--- src/rtl/div_wb_buffer.sv ---
// Divider result holding buffer: circular FIFO in front of the writeback arbiter.
// Registered head copy, sticky overflow flag and occupancy high-water mark.
module div_wb_buffer #(
    parameter int DEPTH      = 2,
    parameter int DATA_WIDTH = 32,
    parameter int ID_WIDTH   = 3
) (
    input  logic                         clk,
    input  logic                         rst,
    input  logic                         in_valid,
    output logic                         in_ready,
    input  logic [DATA_WIDTH-1:0]        in_rd,
    input  logic [ID_WIDTH-1:0]          in_id,
    output logic                         wb_done,
    output logic [DATA_WIDTH-1:0]        wb_rd,
    output logic [ID_WIDTH-1:0]          wb_id,
    input  logic                         wb_ack,
    output logic [$clog2(DEPTH+1)-1:0]   count,
    output logic [$clog2(DEPTH+1)-1:0]   high_water,
    output logic                         overflow
);

    localparam int CW = $clog2(DEPTH + 1);
    localparam int PW = (DEPTH > 1) ? $clog2(DEPTH) : 1;
    localparam logic [PW-1:0] LAST = PW'(DEPTH - 1);
    localparam logic [CW-1:0] FULL = CW'(DEPTH);

    typedef struct packed {
        logic [DATA_WIDTH-1:0] rd;
        logic [ID_WIDTH-1:0]   id;
    } entry_t;

    entry_t          mem [DEPTH];
    entry_t          head_q;
    entry_t          head_nxt;
    logic [PW-1:0]   wr_q;
    logic [PW-1:0]   rd_q;
    logic [PW-1:0]   wr_nxt;
    logic [PW-1:0]   rd_nxt;
    logic [CW-1:0]   cnt_q;
    logic [CW-1:0]   cnt_nxt;
    logic [CW-1:0]   hw_q;
    logic [CW-1:0]   hw_nxt;
    logic            ovf_q;
    logic            enq;
    logic            deq;

    assign in_ready   = (cnt_q != FULL);
    assign wb_done    = (cnt_q != '0);
    assign enq        = in_valid & in_ready;
    assign deq        = wb_ack & wb_done;
    assign count      = cnt_q;
    assign high_water = hw_q;
    assign overflow   = ovf_q;
    assign wb_rd      = head_q.rd;
    assign wb_id      = head_q.id;

    always_comb begin
        wr_nxt  = wr_q;
        rd_nxt  = rd_q;
        cnt_nxt = cnt_q;
        if (enq) begin
            wr_nxt = (wr_q == LAST) ? '0 : wr_q + 1'b1;
        end
        if (deq) begin
            rd_nxt = (rd_q == LAST) ? '0 : rd_q + 1'b1;
        end
        unique case ({enq, deq})
            2'b10:   cnt_nxt = cnt_q + 1'b1;
            2'b01:   cnt_nxt = cnt_q - 1'b1;
            default: cnt_nxt = cnt_q;
        endcase
        hw_nxt = (cnt_nxt > hw_q) ? cnt_nxt : hw_q;
    end

    // The new head is the incoming result only when it lands where the
    // read pointer is about to point (empty, or single entry being replaced).
    always_comb begin
        head_nxt = head_q;
        if (cnt_nxt != '0) begin
            if (enq && (wr_q == rd_nxt)) begin
                head_nxt.rd = in_rd;
                head_nxt.id = in_id;
            end else begin
                head_nxt = mem[rd_nxt];
            end
        end
    end

    always_ff @(posedge clk) begin
        if (enq) begin
            mem[wr_q] <= '{rd: in_rd, id: in_id};
        end
    end

    always_ff @(posedge clk) begin
        if (rst) begin
            wr_q   <= '0;
            rd_q   <= '0;
            cnt_q  <= '0;
            hw_q   <= '0;
            ovf_q  <= 1'b0;
            head_q <= '0;
        end else begin
            wr_q   <= wr_nxt;
            rd_q   <= rd_nxt;
            cnt_q  <= cnt_nxt;
            hw_q   <= hw_nxt;
            head_q <= head_nxt;
            if (in_valid && !in_ready) begin
                ovf_q <= 1'b1;
            end
        end
    end

endmodule
--- config.mk ---
export PLATFORM = sky130hd
export DESIGN_NAME = div_wb_buffer
export DESIGN_NICKNAME = d
export VERILOG_FILES = /design/src/rtl/div_wb_buffer.sv
export SDC_FILE = /design/constraint.sdc
export NUM_CORES = 1
export LEC_CHECK = 0
export CELL_PAD_IN_SITES_DETAIL_PLACEMENT = 2
export CELL_PAD_IN_SITES_GLOBAL_PLACEMENT = 2
export CORE_ASPECT_RATIO = 0.9
export CORE_UTILIZATION = 37
export DETAILED_ROUTE_END_ITERATION = 10
export GPL_TIMING_DRIVEN = 1
export MAX_ROUTING_LAYER = met4
export PLACE_DENSITY = 0.88
export SETUP_SLACK_MARGIN = 0.02
export SKIP_CTS_REPAIR_TIMING = 1
export SLEW_MARGIN = 30
export SYNTH_ARGS = -nofsm -noshare
export SYNTH_HDL_FRONTEND = slang
export SYNTH_SLANG_ARGS = --single-unit
--- constraint.sdc ---
create_clock -name clk -period 6.1 [get_ports clk]
set_input_delay 1.22 -clock clk [delete_from_list [all_inputs] [get_ports clk]]
set_output_delay 1.22 -clock clk [all_outputs]
set_load 0.02 [all_outputs]
==> results_dict.tcl, run 1 <==
set metrics [dict create \
    hold_violations 0 \
    yosysSeqAreaShare_pct 52.89 \
    vias_per_cell 5.457 \
    grt_pass1_vias 5169 \
    grt_use_total_pct 24.57 \
    dp_hpwl_mm 10.83 \
    status "finished, final reports clean" \
    synth_top_cell_area_share_pct 37.78 \
    async_reset_ff_share_pct 0 \
    wl_met1_mm 7.362 \
    wire_per_inst_um 21.22 \
    path_clk_slew_ns 0.07 \
    crit_buf_inv 2 \
    path_class "in -> reg" \
    drt_pass1_iterations 5 \
    syn-cell-area_mm2 0.005564 \
    root_buffer "clkbuf_16" \
    synth.most_common_cell "nand2b_1" \
    top_layer_used "met4" \
    path_max_fanout 37 \
    rsz0062_at_grt "no" \
    worst_slew_pin_slew_ns 0.8983 \
    ys_seq_elements 112 \
    synth_edf_count 70 \
    dr_wl_met2_mm 9.577 \
    critPathMostFrequentCell "ha_1" \
    cts_made_buffers 9 \
    finalNetCount 679 \
    drive_above_1_share_pct 5.140 \
    final_antenna_net_count 0 \
    start_util_pct 37.81 \
    core_area_mm2 0.01471 \
    grt_max_degree 84 \
    period_share_pct 72.39 \
    row_count 42 \
    syn_area_per_cell_um2 9.447 \
    max_stage_delay_ns 0.62 \
    hold_path.class "reg -> reg" \
    final.setup_skew_ns 0.007927 \
    start_kind "input port" \
    synthTopCellsByArea "edfxtp_1 (38%), dfxtp_1 (15%), nand2b_1 (12%), a21oi_1 (6.4%), nand2_1 (5.1%)" \
    setup_tns_ns 0 \
    cap_violations 0 \
    synthDistinctLibCells 34 \
    overflow 0 \
    io_pins 81 \
    numClockSinks 112 \
    critPathTopFamily "buffers and inverters" \
    drc 0 \
    power_density_mw_per_mm2 497.3 \
    maxSlewHeadroom_pct 40.11 \
    via_count 4584 \
    gp_congestion 0.7097 \
    slew_viol_final 0 \
    diodes 0 \
    antenna_found_initial 0 \
    syn2layout_area_growth_pct 21.68 \
    die-area_mm2 0.01553 \
    met3_length_um 612 \
    die_h_um 118.3 \
    crit_chain "clkdlybuf4s50_1 > o21ai_4 > inv_2 > ha_1 > nor2_1 > xor2_1 > ha_1 > nor2b_1 > o21ai_0 > or2_2 > a21oi_1" \
    cp-end-kind "register" \
    cp.arrival_ns 4.64 \
    final_core_util_pct 46.01 \
    clockBufferDepth 2 \
    clk_latency_ns 0.36 \
    netlist_instances 589 \
    ys_dominant_reg_cell "edfxtp_1" \
    drt_wl_total_mm 17.82 \
    rrSetupSlack_ns 2.46 \
    setup_viol 0 \
    cp_slowest_cell "inv_2" \
    ys_warn_count 0 \
    synth_area_leader_cell "edfxtp_1" \
    grt_first_pass_wirelength_mm 28.35 \
    period_needed_ns 4.415 \
    syn-num-nets 631 \
    synth_common_cells "nand2b_1 (106), nand2_1 (75), a21oi_1 (71), edfxtp_1 (70), dfxtp_1 (42)" \
    htree_levels 3 \
    die_w_um 131.3 \
    numPortBuffers 80 \
    tritoncts "done" \
    drt_iter0_markers 257 \
    p_leak_nw 2.260 \
    worstPathRequired_ns 6.33 \
    fmax_ghz 0.2265 \
    max-vdd-ir-drop_v 0.0002091 \
]
==> power breakdown <==
group          leakage [nW]  total (mW)  internal (mW)  switching [mW]
Sequential             1.00        1.16          0.994           0.169
Combinational          1.10        1.57          0.582           0.984
Clock                 0.154       0.638          0.372           0.266
Total                  2.26        3.37           1.95            1.42
==> layer usage <==
metal  vias up  track usage, %
met5         -               -
met1      2308           28.31
met3        21           4.376
li1       2158               -
met2        97           43.75
met4         0           6.977
==> tightest hold or removal path, cell delays in order (launching register included) <==
cell	delay, ns
dfxtp_1	0.31
nand3_1	0.06
o21ai_1	0.05
==> state kept, by name, indices dropped and copies added (netlist names) <==
| name | flops |
|---|---|
| overflow | 1 |
| rd_q | 1 |
| wb_rd | 32 |
| mem | 70 |
| count | 2 |
| high_water | 2 |
| wb_id | 3 |
| wr_q | 1 |
==> logic make-up (layout without fill, tap and decap cells) <==
| kind of cell | after synthesis | in the layout | share of synthesized area (%) |
|---|---|---|---|
| AND/OR/NAND/NOR | 228 | 228 | 21.18 |
| AO/OA/AOI/OAI | 182 | 182 | 18.57 |
| flip-flops | 112 | 112 | 52.89 |
| buffers and inverters | 54 | 107 | 4.565 |
| XOR/XNOR | 7 | 7 | 1.237 |
| adder cells (fa/ha/maj) | 3 | 3 | 0.6747 |
| multiplexers | 3 | 3 | 0.8769 |
==> through the flow <==
| step | hold slack, ns | cells | power (mW) | setup WS, ns | cell area [µm²] |
|---|---|---|---|---|---|
| final | 0.4653 | 840 | 3.367 | 1.685 | 6770 |
| after global routing | 0.4914 | 840 | 3.562 | 1.616 | 6770 |
| after CTS | 0.4679 | 840 | 3.397 | 1.735 | 6766 |
| after detailed placement | 0.4587 | 824 | 2.729 | 1.483 | 6450 |
| after global placement | 0.4439 | 823 | 2.583 | 1.741 | 6430 |
| after floorplan | 0.5371 | 589 | 2.158 | 2.362 | 5564 |
==> final cells by class <==
cell class	instances	area [µm²]
clock buffers	13	250.2
clock inverters	3	66.31
multi-input cells	423	2387
inverters	5	18.77
repair buffers	86	853.3
flip-flops and latches	112	2947
fillers	1549	7944
well taps	198	247.7
==> worst paths after layout <==
check                                       startpoint                    endpoint  depth (start not counted)
worst max register to register     count[0]$_SDFF_PP0_  high_water[0]$_SDFFE_PP0N_                         10
worst min-delay path            wb_rd[19]$_SDFFE_PP0P_      wb_rd[19]$_SDFFE_PP0P_                          2
worst max-delay path                            wb_ack  high_water[0]$_SDFFE_PP0N_                         11
worst min register to register  wb_rd[19]$_SDFFE_PP0P_      wb_rd[19]$_SDFFE_PP0P_                          2
==> layout by cell type, fill, tap and decap left out, types with 2 or more instances in the layout <==
| cell | count |
|---|---|
| nand3_1 | 35 |
| a211oi_1 | 35 |
| bufinv_16 | 2 |
| buf_4 | 5 |
| a21oi_1 | 71 |
| edfxtp_1 | 70 |
| nor2_1 | 6 |
| clkdlybuf4s50_1 | 79 |
| clkbuf_16 | 9 |
| nand2_1 | 75 |
| inv_1 | 3 |
| nor2b_1 | 2 |
| o21ai_1 | 30 |
| xor2_1 | 4 |
| clkbuf_1 | 3 |
| o21ai_0 | 41 |
| ha_1 | 3 |
| nand2b_1 | 106 |
| xnor2_1 | 2 |
| inv_2 | 2 |
| dfxtp_1 | 41 |
(Power assumes the default switching activity.)
==> run 2: changes to the inputs <==
--- a/config.mk
+++ b/config.mk
@@ -8,11 +8,11 @@
 export CELL_PAD_IN_SITES_DETAIL_PLACEMENT = 2
 export CELL_PAD_IN_SITES_GLOBAL_PLACEMENT = 2
 export CORE_ASPECT_RATIO = 0.9
-export CORE_UTILIZATION = 37
+export CORE_UTILIZATION = 34
 export DETAILED_ROUTE_END_ITERATION = 10
 export GPL_TIMING_DRIVEN = 1
 export MAX_ROUTING_LAYER = met4
-export PLACE_DENSITY = 0.88
+export PLACE_DENSITY = 0.82
 export SETUP_SLACK_MARGIN = 0.02
 export SKIP_CTS_REPAIR_TIMING = 1
 export SLEW_MARGIN = 30
==> constraint.sdc (replaced) <==
create_clock -name clk -period 4.64 [get_ports clk]
set_input_delay 0.928 -clock clk [delete_from_list [all_inputs] [get_ports clk]]
set_output_delay 0.928 -clock clk [all_outputs]
set_load 0.02 [all_outputs]
==> run 2 against run 1 <==
  * Register-to-register slack worse by 0.86 ns
  * Flip-flop and latch count unchanged
  * Clock skew up 0.0028 ns
  * Hold slack worse by 0.0029 ns
  * Sequential share of layout area up 0.097 points
  * Utilization down 3.0 points
  * Die area up 8.7%
  * Total power up 28%
  * Largest cell class unchanged
==> results_dict.tcl, run 2 (synthesis results as in run 1) <==
set metrics [dict create \
    placed_cell_area_mm2 0.006450 \
    vias_per_cell 5.386 \
    fillers 1669 \
    hp-start "wb_rd[5]$_SDFFE_PP0P_" \
    cp-startpoint "wb_ack" \
    hold_path.class "reg -> reg" \
    final_antenna_net_count 0 \
    max-vdd-ir-drop_v 0.0004395 \
    rrSetupSlack_ns 1.60 \
    die_w_um 136.8 \
    setup_tns_ns 0 \
    holdPathEnd "wb_rd[5]$_SDFFE_PP0P_" \
    numClockSinks 112 \
    fmax_ghz 0.3180 \
    r2r-start "count[0]$_SDFF_PP0_" \
    tritoncts "done" \
    die_h_um 123.4 \
    rr_endpoint "high_water[0]$_SDFFE_PP0N_" \
    cp-end-kind "register" \
    drc 0 \
    whs_path_depth 2 \
    finalNetCount 680 \
    start_kind "input port" \
    regMostFlops "mem" \
    dp_hpwl_mm 10.10 \
    mostFrequentLayoutCells "nand2b_1 (106), clkdlybuf4s50_1 (79), nand2_1 (75)" \
    drt_wl_total_mm 16.86 \
    slew_viol_final 0 \
    cap_violations 0 \
    via_count 4551 \
    worstPathRequired_ns 4.87 \
    final_cells 845 \
    numPortBuffers 80 \
    cp.arrival_ns 3.38 \
    die-area_mm2 0.01688 \
    drt_iter0_markers 282 \
    timing.final.ws_setup_ns 1.496 \
    rsz0062_at_grt "no" \
    wire_per_inst_um 19.95 \
    worst_slew_pin_slew_ns 0.9101 \
    grt_max_degree 142 \
    largest_reg_flops 70 \
    power_density_mw_per_mm2 639.4 \
    io_pins 81 \
    drt_pass1_iterations 4 \
    path_max_fanout 5 \
    gp_congestion 0.7144 \
    drive_above_1_share_pct 5.599 \
    setup_viol 0 \
    final.setup_skew_ns 0.01071 \
    grt_use_total_pct 21.92 \
    final_cell_area_mm2 0.006755 \
    root_buffer "clkbuf_16" \
    clockBufferDepth 2 \
    path_clk_slew_ns 0.08 \
    overflow 0 \
    grt_first_pass_wirelength_mm 26.79 \
    row_count 43 \
    core_area_mm2 0.01571 \
    antenna_found_initial 0 \
    path_class "in -> reg" \
    place_ws_ns 1.117 \
    grt_pass1_vias 5089 \
    htree_levels 3 \
    reg2regPathDepth 10 \
    start_util_pct 35.42 \
    cts_made_buffers 9 \
    diodes 0 \
    hold_violations 0 \
    period_needed_ns 3.144 \
    status "finished, final reports clean" \
    maxSlewHeadroom_pct 38.03 \
    place_inst 829 \
    period_share_pct 67.77 \
    syn2layout_area_growth_pct 21.41 \
    p_leak_nw 2.252 \
    clk_latency_ns 0.37 \
    final_core_util_pct 43.00 \
    final_common_cell "nand2b_1" \
]
==> run 2: changes by cell type in the layout (fill, tap and decap cells not counted), sizes merged <==
cell and change:
bufinv -1, clkbuf -3, clkinvlp +1, buf +1
clkinv +3
==> run 2: report_power, final <==
| group | internal [mW] | switching [mW] |
|---|---|---|
| Clock | 0.422 | 0.373 |
| Combinational | 0.763 | 1.32 |
| Sequential | 1.31 | 0.140 |
==> run 2: cell type report <==
cell class / instances / area [µm²] / share of cell area, %
multi-input cells: 423 / 2387 / 35.34
clock inverters: 6 / 68.82 / 1.019
inverters: 5 / 18.77 / 0.2778
flip-flops and latches: 112 / 2947 / 43.62
repair buffers: 87 / 852.1 / 12.61
well taps: 202 / 252.7 / 3.741
clock buffers: 10 / 229.0 / 3.390
==> run 2: per-layer routing <==
metal,GRT usage (%),wire [µm]
met5,-,0
met4,6.799,262
met3,3.813,466
met2,39.66,8989
met1,24.59,7139
==> run 2: worst max path at each step <==
stage,depth (start not counted),end,slack (ns)
6_report,11,high_water[0]$_SDFFE_PP0N_,1.50
5_1_grt,11,high_water[1]$_SDFFE_PP0N_,1.31
4_1_cts,11,high_water[0]$_SDFFE_PP0N_,1.50
3_5_place_dp,11,high_water[0]$_SDFFE_PP0N_,1.12
3_3_place_gp,11,high_water[0]$_SDFFE_PP0N_,1.32
2_1_floorplan,4,mem[0][0]$_DFFE_PP_,1.19
==> run 2: metrics by stage <==
stage / power (mW) / hold slack (ns)
floorplan: 2.837 / 0.5371
global placement: 3.413 / 0.4488
detailed placement: 3.566 / 0.4572
CTS: 4.379 / 0.4675
global route: 4.601 / 0.4904
finish: 4.320 / 0.4624
==> run 2: worst max-delay path, cell delays in order <==
cell and delay (ns):
clkdlybuf4s50_1 0.48, o21ai_4 0.10, inv_2 0.05, ha_1 0.38, nor2_1 0.16, xor2_1 0.25
ha_1 0.30, nor2b_1 0.13, o21ai_0 0.36, or2_2 0.19, a21oi_1 0.05
